## src/rtl/alu_pkg.sv

```systemverilog
// Shared definitions for the RV32I ALU: {alt, funct3} op codes, branch funct3 codes
// and the default datapath width.
package alu_pkg;

  localparam int ALU_WIDTH = 32;

  typedef enum logic [3:0] {
    OP_ADD  = 4'b0000,
    OP_SUB  = 4'b1000,
    OP_SLL  = 4'b0001,
    OP_SLT  = 4'b0010,
    OP_SLTU = 4'b0011,
    OP_XOR  = 4'b0100,
    OP_SRL  = 4'b0101,
    OP_SRA  = 4'b1101,
    OP_OR   = 4'b0110,
    OP_AND  = 4'b0111
  } alu_op_e;

  // funct3 fields of the ALU ops, used when alt does not matter
  localparam logic [2:0] F3_ADDSUB = 3'b000;
  localparam logic [2:0] F3_SLL    = 3'b001;
  localparam logic [2:0] F3_SLT    = 3'b010;
  localparam logic [2:0] F3_SLTU   = 3'b011;
  localparam logic [2:0] F3_XOR    = 3'b100;
  localparam logic [2:0] F3_SR     = 3'b101;
  localparam logic [2:0] F3_OR     = 3'b110;
  localparam logic [2:0] F3_AND    = 3'b111;

  localparam logic [2:0] BEQ  = 3'b000;
  localparam logic [2:0] BNE  = 3'b001;
  localparam logic [2:0] BLT  = 3'b100;
  localparam logic [2:0] BGE  = 3'b101;
  localparam logic [2:0] BLTU = 3'b110;
  localparam logic [2:0] BGEU = 3'b111;

endpackage

```

## src/rtl/alu_cmp.sv

```systemverilog
// Operand comparator shared by the set-less-than ops and the branch flag.
module alu_cmp
  import alu_pkg::*;
#(
  parameter int WIDTH = ALU_WIDTH
) (
  input  logic [WIDTH-1:0] a,
  input  logic [WIDTH-1:0] b,
  output logic             eq,
  output logic             lt_s,
  output logic             lt_u
);

  assign eq   = (a == b);
  assign lt_u = (a < b);
  assign lt_s = ($signed(a) < $signed(b));

endmodule

```

## src/rtl/alu.sv

```systemverilog
// RV32I integer ALU and branch comparator with combinational outputs and
// one-cycle registered copies.
module alu
  import alu_pkg::*;
#(
  parameter int WIDTH = ALU_WIDTH
) (
  input  logic             clk,
  input  logic             rts_n,
  input  logic [3:0]       op,
  input  logic [WIDTH-1:0] a,
  input  logic [WIDTH-1:0] b,
  output logic [WIDTH-1:0] result,
  output logic             cmp,
  output logic [WIDTH-1:0] result_q,
  output logic             cmp_q
);

  localparam int SHW = $clog2(WIDTH);

  logic             eq;
  logic             lt_s;
  logic             lt_u;
  logic [SHW-1:0]   shamt;
  logic [WIDTH-1:0] sum;
  logic [WIDTH-1:0] shr;

  alu_cmp #(.WIDTH(WIDTH)) u_cmp (
    .a    (a),
    .b    (b),
    .eq   (eq),
    .lt_s (lt_s),
    .lt_u (lt_u)
  );

  assign shamt = b[SHW-1:0];
  assign sum   = (op == OP_SUB) ? (a - b) : (a + b);
  assign shr   = (op == OP_SRA) ? WIDTH'($signed(a) >>> shamt) : (a >> shamt);

  always_comb begin
    result = '0;
    case (op[2:0])
      F3_ADDSUB: result = sum;
      F3_SLL:    result = a << shamt;
      F3_SLT:    result = {{(WIDTH-1){1'b0}}, lt_s};
      F3_SLTU:   result = {{(WIDTH-1){1'b0}}, lt_u};
      F3_XOR:    result = a ^ b;
      F3_SR:     result = shr;
      F3_OR:     result = a | b;
      F3_AND:    result = a & b;
      default:   result = '0;
    endcase
  end

  // alt is deliberately ignored here: on branches bit 30 belongs to the immediate
  always_comb begin
    cmp = 1'b0;
    case (op[2:0])
      BEQ:     cmp = eq;
      BNE:     cmp = ~eq;
      3'b010:  cmp = lt_s;
      3'b011:  cmp = lt_u;
      BLT:     cmp = lt_s;
      BGE:     cmp = ~lt_s;
      BLTU:    cmp = lt_u;
      BGEU:    cmp = ~lt_u;
      default: cmp = 1'b0;
    endcase
  end

  always_ff @(posedge clk or negedge rts_n) begin
    if (!rts_n) begin
      result_q <= '0;
      cmp_q    <= 1'b0;
    end else begin
      result_q <= result;
      cmp_q    <= cmp;
    end
  end

endmodule

```

## config.mk

```make
export PLATFORM = sky130hd
export DESIGN_NAME = alu
export DESIGN_NICKNAME = d
export VERILOG_FILES = /design/src/rtl/alu_pkg.sv /design/src/rtl/alu_cmp.sv /design/src/rtl/alu.sv
export SDC_FILE = /design/constraint.sdc
export NUM_CORES = 1
export LEC_CHECK = 0
export ABC_AREA = 1
export CAP_MARGIN = 20
export CORE_MARGIN = 2
export CORE_UTILIZATION = 52
export DETAILED_ROUTE_END_ITERATION = 10
export PLACE_DENSITY = 0.84
export SYNTH_ARGS = -nofsm -noshare
export SYNTH_HDL_FRONTEND = slang
export SYNTH_SLANG_ARGS = --single-unit
```

## constraint.sdc

```tcl
create_clock -name clk -period 3.1 [get_ports clk]
set_input_delay 0.465 -clock clk [delete_from_list [all_inputs] [get_ports clk]]
set_output_delay 0.465 -clock clk [all_outputs]
set_load 0.01 [all_outputs]
```

==> qor.yml, run 1 <==
clock_tree:
  htreeDepth: 2
  max-clock-path-buffers: 2
  clockRootBuffer: "clkbuf_16"
  cts_buffers: 5
  cts.sinks: 33
placed_design:
  gp_congestion: 1.14
  pre_cts_ws_ns: -1.18
  dp_hpwl_um: 43400
  portBuffers: 135
synthesis:
  synth.distinct_cells: 51
  synthFlopType: "dfrtp_1"
  synth_area_per_cell_um2: 5.43
  synth_fp_nets: 1987
  synth_edf_count: 0
  synthArstFlopShare_pct: 100
  post_synth_instance_area_mm2: 0.00986
  syn_inst: 1818
  yosysWarnings: 0
  ys_seq_area_share_pct: 8.37
  ys_ff_latch: 33
grt:
  grt.total_usage_pct: 73.0
  globalRouteOverflowTotal: 106
  grt_max_degree: 71
  grt_pass1_wl_um: 114000
  grt_pass1_vias: 19267
outcome:
  status: "stopped before the end"
  stop_stage: "5_1_grt"
  error_message: "[ERROR GRT-0116] Global routing finished with congestion. Check the congestion regions in the DRC Viewer."
die:
  ios: 136
  die_w_um: 142
  rows: 50
  initial_core_util_pct: 52.9
  die_y_um: 142
per-stage QoR:
stage	cells	area [um2]	TNS, ns
2_1_floorplan	1818	9870	0
3_3_place_gp	2581	14800	-30.39
4_1_cts	2658	16800	-0.0330
3_5_place_dp	2581	14800	-33.34
per-layer routing:
| metal | track usage [%] | overflow |
|---|---|---|
| met5 | 11.0 | 0 |
| met4 | 73.4 | 41 |
| met3 | 53.4 | 0 |
| met2 | 92.7 | 65 |
| met1 | 74.1 | 0 |
kinds of logic after synthesis:
kind of cell	after synthesis	share of synthesized area [%]
buffers and inverters	307	12.8
AOI/OAI and AO/OA	472	27.1
muxes	12	1.22
xor gates and xnor gates	11	0.977
and+or+nand+nor	884	36.8
DFF	33	8.37
adders and majority gates	99	12.7
cell usage after synthesis, drive strengths merged, types with 2 or more instances:
master | n | area, um2
a211oi | 8 | 60.1
a21boi | 2 | 15.0
a21o | 4 | 30.0
a21oi | 142 | 726
a221oi | 4 | 35.0
a31oi | 11 | 68.8
and2 | 8 | 52.6
buf | 64 | 350
clkbuf | 32 | 120
clkinv | 3 | 11.3
dfrtp | 33 | 826
fa | 2 | 40.0
ha | 97 | 1210
inv | 208 | 781
mux2i | 12 | 120
nand2 | 570 | 2150
nand3 | 93 | 465
nand3b | 2 | 15.0
nand4 | 12 | 75.1
nor2 | 157 | 627
nor3 | 22 | 120
nor4 | 6 | 37.5
o2111ai | 6 | 52.6
o211ai | 37 | 278
o21a | 10 | 75.1
o21ai | 214 | 1080
o21bai | 14 | 105
o221ai | 4 | 35.0
o22ai | 12 | 75.1
or2 | 13 | 81.3
xor2 | 11 | 96.3
timing repair:
action / 4_1_cts
setup buffers: 70
gates resized for setup: 660
endpoints found under the setup margin: 36
hold buffers: 0
pin swaps: 139
==> run 2: changes to the inputs <==
CORE_UTILIZATION = 40   (was 52)
PLACE_DENSITY = unset   (was 0.84)
PLACE_DENSITY_LB_ADDON = 0.15   (was unset)
clock period = 4 ns   (was 3.1 ns; I/O delays follow)
==> qor.yml, run 2 <==
synthesis:
  synth_fp_nets: 1987  # unchanged
  ys_seq_area_share_pct: 8.37  # unchanged
  synthArstFlopShare_pct: 100  # unchanged
  synthFlopType: "dfrtp_1"  # unchanged
  syn_inst: 1818  # unchanged
  synthTopCellsByArea: "nand2_1, ha_1, dfrtp_1, inv_1, a21oi_1"  # unchanged
  synth.distinct_cells: 51  # unchanged
  ys_ff_latch: 33  # unchanged
  post_synth_instance_area_mm2: 0.00986  # unchanged
  synth_area_per_cell_um2: 5.43  # unchanged
  synth_edf_count: 0  # unchanged
  yosysMostFrequentCell: "nand2_1"  # unchanged
  yosysWarnings: 0  # unchanged
  synth_top_area_share_pct: 21.5  # unchanged
  yosysTopAreaCell: "nand2_1"  # unchanged
  synthTopCellsByCount: "nand2_1, inv_1, nor2_1"  # unchanged
layout:
  largest_register_ffs: 32
  multi_input_area_mm2: 0.00850
  drive_gt1_share_pct: 28.8
  regMostFlops: "result_q"
  final_cell_count_no_fill: 2636
  regArea_um2: 826
  areaGrowthSynthToFinish_pct: 56.8
  layout_common_cells: "nand2_1, buf_4, inv_1"
  nFillCells: 2476
  layout_commonest_cell: "nand2_1"
  diodes: 0
  stdcell_area_mm2: 0.0155
  final_net_count: 2480
  reg.largest.list: "result_q: 32 flops, cmp_q: 1 flops"
clock_tree:
  clockRootBuffer: "clkbuf_16"  # unchanged
  max-clock-path-buffers: 2  # unchanged
  cts_buffers: 5  # unchanged
  holdBufCountCts: 0  # unchanged
  htreeDepth: 2  # unchanged
  clk_pin_slew_ns: 0.06
  cts.sinks: 33  # unchanged
  tritoncts: "yes"
setup_path:
  critPathRequiredTime_ns: 3.40
  cp.arrival_ns: 3.35
  crit_path_max_fanout: 5
  setup.worst_path.start_class: "input port"
  crit_path_end: "result[31]"
  end_kind: "primary output"
  crit_path_start: "b[27]"
  crit_type: "input port to primary output"
timing:
  relSlewSlack_pct: 48.3
  setup_viol: 0
  clock.fmax_mhz: 253
  fin_hold_ws_ns: 0.385
  fin_setup_tns_ns: 0
  tightest_slew_ns: 0.775
  fin_crit_ns: 3.95
  setup_ws_ns: 0.0533
  hold_violations: 0
  rsz0062_at_grt: "true"
  final_max_slew_viol_count: 0
  post-route-period-util_pct: 98.7
run:
  drv_cap: 0
placed_design:
  dp_hpwl_um: 45400  # was 43400 um
  pre_cts_ws_ns: -0.572  # was -1.18 ns
  portBuffers: 135  # unchanged
  dp_cells: 2612  # was 2581
  dpl_cell_area_mm2: 0.0145  # was 0.0148 mm2
  gp_congestion: 1.08  # was 1.14
grt:
  grt_max_degree: 71
  grt_pass1_wl_um: 80300
  grt_pass1_vias: 13502
  grt.total_usage_pct: 40.8
  globalRouteOverflowTotal: 0
  antenna_found_initial: 0
die:
  ios: 136  # unchanged
  coreArea_mm2: 0.0242
  dieArea_mm2: 0.0259
  die_y_um: 161  # was 142 um
  initial_core_util_pct: 40.7  # was 52.9%
  die_w_um: 161  # was 142 um
  rows: 57  # was 50
drt:
  drtIter0Drc: 1797
  viasPerCell: 5.58
  avgRoutedWirePerCell_um: 20.8
  wirelength_um: 54900
  firstDrtPassIters: 6
  drc: 0
  num_vias: 14710
  drtAntennaViolNets: 0
min_path:
  hp-class: "input port to async pin"
power:
  power.density_mw_per_mm2: 199
  p_leak_nw: 7.88
  power_frac_seq_pct: 12.6
  internal_power_mw: 1.62
  ir_worst_vdd_v: 0.000148
  comb_power_share_pct: 74.9
  pwr-share-clk_pct: 12.4
  netSwitchingFraction_pct: 47.3
  p_switching_mw: 1.46
outcome:
  status: "completed"  # was stopped before the end
-- run 2: worst min-delay path by stage --
stage	startpoint	end	depth (start not counted)
floorplan	rts_n	cmp_q	0
global placement	rts_n	result_q[13]	1
detailed placement	rts_n	result_q[18]	1
CTS	rts_n	result_q[27]	1
global route	rts_n	result_q[18]	1
finish	rts_n	result_q[18]	1
-- run 2: layout make-up --
class | instances | share of cell area [%]
clock buffer | 8 | 0.882
timing repair buffer | 582 | 31.0
inverter | 211 | 5.12
sequential | 33 | 5.34
multi-input combinational | 1478 | 55.0
tap | 324 | 2.62
-- run 2: per-layer routing --
| layer | share of wire [%] | GRT usage (%) |
|---|---|---|
| met1 | 40 | 52.4 |
| met2 | 43 | 65.4 |
| met5 | 0 | 0.568 |
| met4 | 6.7 | 21.7 |
| met3 | 9.8 | 6.99 |
-- run 2: kinds of logic (layout without fill, tap and decap cells) --
family                   count (synthesis)  after routing  share of synthesized area, %
adder cells (fa/ha/maj)                 99             99                          12.7
flip-flops                              33             33                          8.37
XOR/XNOR                                11             11                         0.977
AO/OA/AOI/OAI                          472            472                          27.1
AND/OR/NAND/NOR                        884            884                          36.8
multiplexers                            12             12                          1.22
buffers and inverters                  307            801                          12.8
-- run 2: power groups by stage --
stage	clock network (mW)	registers (mW)	logic [mW]
detailed placement	0	0.395	2.11
global placement	0	0.393	2.09
global route	0.402	0.392	2.45
CTS	0.383	0.389	2.18
finish	0.382	0.389	2.31
floorplan	0	0.421	0.932
-- run 2: worst max-delay path: stages --
cell and delay [ns]:
clkdlybuf4s50_1 0.50, inv_1 0.08, ha_1 0.39, buf_4 0.20, nand2_1 0.12, buf_4 0.15, nor3_1 0.15, a21oi_1 0.10
o21ai_1 0.17, a21oi_2 0.07, nand3_1 0.08, nand3_1 0.15, nand3_2 0.12, nand4_1 0.19, clkdlybuf4s15_2 0.29
-- run 2: repair_timing --
item,CTS,global route
gates resized for setup,150,114
setup endpoints to repair,30,28
setup buffers,10,6
pin swaps,24,33
-- run 2: per-stage QoR --
stage	power (mW)	utilization, %
floorplan	1.35	-
global placement	2.49	59.8
detailed placement	2.50	59.8
CTS	2.96	62.3
global route	3.24	63.8
finish	3.08	63.8
Power figures use the tool's default switching activity.
